## config.mk

```make
export PLATFORM = sky130hd
export DESIGN_NAME = swi_debouncer
export DESIGN_NICKNAME = d
export VERILOG_FILES = /design/src/rtl/swi_debouncer.sv
export SDC_FILE = /design/constraint.sdc
export NUM_CORES = 1
export LEC_CHECK = 0
export CAP_MARGIN = 5
export CELL_PAD_IN_SITES_DETAIL_PLACEMENT = 1
export CELL_PAD_IN_SITES_GLOBAL_PLACEMENT = 1
export CORE_MARGIN = 2
export CORE_UTILIZATION = 46
export DETAILED_ROUTE_END_ITERATION = 12
export GPL_ROUTABILITY_DRIVEN = 0
export PLACE_DENSITY_LB_ADDON = 0.1
export SLEW_MARGIN = 20
export SYNTH_ARGS = -nofsm -noshare
export SYNTH_HDL_FRONTEND = slang
export SYNTH_SLANG_ARGS = --single-unit
```

## constraint.sdc

```tcl
create_clock -name clk_2 -period 2.65 [get_ports clk_2]
set_input_delay 0.3975 -clock clk_2 [delete_from_list [all_inputs] [get_ports clk_2]]
set_output_delay 0.3975 -clock clk_2 [all_outputs]
set_load 0.005 [all_outputs]
```

## src/rtl/swi_debouncer.sv

```systemverilog
// Switch-bank conditioner: 2-flop sync, per-bit debounce, edge pulses.
// Optional toggle latch per bit enabled by defining DEBOUNCE_TOGGLE_EN.
module swi_debouncer #(
    parameter int NBITS           = 8,
    parameter int DEBOUNCE_CYCLES = 4
) (
    input  logic             clk_2,
    input  logic             reset,
    input  logic [NBITS-1:0] SWI,
    output logic [NBITS-1:0] stable,
    output logic [NBITS-1:0] rise,
    output logic [NBITS-1:0] fall,
    output logic [NBITS-1:0] toggle
);

    localparam int CW = (DEBOUNCE_CYCLES < 1) ? 1 : $clog2(DEBOUNCE_CYCLES + 1);
    localparam logic [CW-1:0] LAST = CW'(DEBOUNCE_CYCLES - 1);

    logic [NBITS-1:0] r_sync1;
    logic [NBITS-1:0] r_sync2;
    logic [NBITS-1:0] r_stable;
    logic [NBITS-1:0] r_rise;
    logic [NBITS-1:0] r_fall;
    logic [CW-1:0]    r_cnt [NBITS];

    logic [NBITS-1:0] w_dev;
    logic [NBITS-1:0] w_done;

    always_comb begin
        w_dev  = r_sync2 ^ r_stable;
        w_done = '0;
        for (int i = 0; i < NBITS; i++) begin
            w_done[i] = w_dev[i] && (r_cnt[i] == LAST);
        end
    end

    always_ff @(posedge clk_2) begin
        if (reset) begin
            r_sync1  <= '0;
            r_sync2  <= '0;
            r_stable <= '0;
            r_rise   <= '0;
            r_fall   <= '0;
            for (int i = 0; i < NBITS; i++) begin
                r_cnt[i] <= '0;
            end
        end else begin
            r_sync1  <= SWI;
            r_sync2  <= r_sync1;
            r_stable <= r_stable ^ w_done;
            r_rise   <= w_done & r_sync2;
            r_fall   <= w_done & ~r_sync2;
            // Any return to the stable level, or an accepted change, restarts the count.
            for (int i = 0; i < NBITS; i++) begin
                if (w_dev[i] && !w_done[i]) begin
                    r_cnt[i] <= r_cnt[i] + 1'b1;
                end else begin
                    r_cnt[i] <= '0;
                end
            end
        end
    end

`ifdef DEBOUNCE_TOGGLE_EN
    logic [NBITS-1:0] r_toggle;

    always_ff @(posedge clk_2) begin
        if (reset) begin
            r_toggle <= '0;
        end else begin
            r_toggle <= r_toggle ^ (w_done & r_sync2);
        end
    end

    assign toggle = r_toggle;
`else
    assign toggle = '0;
`endif

    assign stable = r_stable;
    assign rise   = r_rise;
    assign fall   = r_fall;

endmodule

```

==> summary.txt <==
Global routing
  • Largest net degree at the start of global routing: 58
  • GRT overflow: 0
  • Gr usage total: 0.1521
  • Initial antenna violation count: 0
  • First-pass GRT wire length: 7217 um
  • Vias in the first global route: 1,603

Flow run
  • Max cap viols: 0

Synth
  • Syn Area/Cell: 14.14 um^2
  • Post-Syn Area: 2616 um^2
  • Synthesized flop and latch total: 64
  • Syn Inst Count: 185
  • YS warnings: 0
  • Register area share after synthesis: 0.5815
  • Yosys cell types: 16

Clock network
  • Hold-fix buffers, CTS: 0
  • Post_cts resized: 0
  • H-tree levels: 3
  • Clk buf depth: 2
  • Clk_lat worst skew: 0.33 ns
  • CTS tree: done
  • Clock root buffer: clkbuf_8
  • Clk slew on worst S/H paths: 0.07 ns
  • TritonCTS buffer count: 9
  • Setup repair bufs after CTS: 0
  • CTS Sinks: 64

Worst setup path
  • Crit path launch type: flop
  • Critical path class: flop to output port
  • Crit path largest cell delay: 0.54 ns
  • Crit-path cells: clkdlybuf4s50_1
  • CP Data Arrival Time: 1.29 ns
  • CP required: 2.25 ns
  • Slowest CP cell: clkdlybuf4s50_1
  • Crit path max-delay family: buffers and inverters
  • CP bufs+invs: 1
  • Endpoint class of the critical path: output port
  • Critical path peak fanout: 5

Timing
  • Max Clk Rate: 593.8 MHz
  • Hold Vio Cnt, Final: 0
  • Final hold slack: 0.3757 ns
  • Final TNS setup: 0 ns
  • Max Slew Vio Count: 0
  • Clock skew: 0.006226 ns
  • Final setup fails: 0
  • Final worst path period share: 0.6355
  • Final min period: 1.684 ns
  • RSZ-0062 raised after global routing: no

Floorplanning
  • Horiz. Die Dim: 79.42 um
  • Total core area: 5507 um^2
  • Die footprint: 6307 um^2
  • # rows: 27
  • Initial core utilization: 0.4751
  • Top Ports: 42
  • Die Ht: 79.42 um

Finish
  • Area Overhead vs Synth: 23.15%
  • Fillers: 571
  • Area of the multi-input gates: 1039 um^2
  • Reg area: 1521 um^2
  • Share of cells above drive strength 1: 0.1680
  • Most common cell after layout, fill and taps aside: dfxtp_1
  • Most frequent cells in the layout: 40 x dfxtp_1, 32 x conb_1, 32 x clkdlybuf4s50_1
  • # diodes: 0
  • Final Net Count: 271

Power and ir drop
  • Pwr/cell area: 615.9 nW/um^2
  • Cell leakage power: 0.001212 uW
  • Max VDD drop: 0.4727 mV

Routing
  • Final ANT Viol Nets: 0
  • Via count: 1,541
  • Drt pass-1 iters: 5
  • Avg WL per Cell: 13.39 um
  • DRC: 0
  • Routed wire length: 4313 um
  • Via-to-Cell Ratio: 4.786
  • Initial DRC count: 62

Placed design
  • Hpwl dp: 3013 um
  • Input/output buffers: 33

Min path
  • Worst min path class: input pin to flop

Run status
  • Outcome: finished clean
[cell usage after synthesis]
cell type / n / share of area
dfxtp_1: 40 / 0.31
edfxtp_1: 24 / 0.28
ha_1: 16 / 0.077
nor2b_1: 16 / 0.038
and4bb_2: 13 / 0.062
nor4_1: 12 / 0.029
buf_4: 8 / 0.023
inv_1: 8 / 0.011
mux2i_1: 8 / 0.031
nor2_1: 8 / 0.011
nor4b_2: 8 / 0.046
xnor2_1: 8 / 0.027
buf_6: 7 / 0.030
nor4_2: 4 / 0.019
nor4bb_1: 3 / 0.011
conb_1: 2 / 0.0029
[metal layers]
layer	routed length [um]	share of wire	global-route usage	up-vias
met2	2241	0.52	0.2627	32
met4	73	0.017	0.07759	0
met1	1841	0.43	0.1709	742
met5	0	0	0	-
met3	157	0.036	0.04299	11
li1	-	-	-	756
[per-stage QoR]
step	cell area [um^2]	setup slack (ns)	power, uW	cells	utilization
3_3_place_gp	3025	1.318	1175	306	0.5494
5_1_grt	3222	0.9143	2064	322	0.5851
2_1_floorplan	2729	1.384	1168	215	-
3_5_place_dp	3025	1.211	1187	306	0.5494
4_1_cts	3222	0.9472	2001	322	0.5851
6_report	3222	0.9660	1984	322	0.5851
[worst paths after layout]
kind / start / end / slack [ns] / cells after the start
worst max-delay path: flop / stable[1] / 0.97 / 1
worst min-delay path: reset / flop / 0.38 / 2
worst max register to register: r_cnt[1][9] / r_cnt[1][11] / 1.20 / 3
worst min register to register: r_sync1[0] / r_sync2[0] / 0.45 / 1
[report_power, final]
| part | switching [uW] | internal [uW] |
|---|---|---|
| clock | 367 | 453 |
| combinational | 52.6 | 48.1 |
| sequential | 14.9 | 1050 |
[cell families after synthesis]
group / synth area share
other cells: 0.002871
fa+ha+maj: 0.07652
flops: 0.5815
simple gates: 0.2171
mux: 0.03061
buf+inv: 0.06457
xor+xnor: 0.02678
[layout make-up]
| class | count | share of cell area |
|---|---|---|
| clock inverters | 6 | 0.01825 |
| repair buffers | 34 | 0.1072 |
| multi-input cells | 128 | 0.3223 |
| clock buffers | 10 | 0.04272 |
| well taps | 72 | 0.02796 |
| flip-flops and latches | 64 | 0.4722 |
| inverters | 8 | 0.009320 |
No activity file was read; power rests on OpenSTA's default activity.
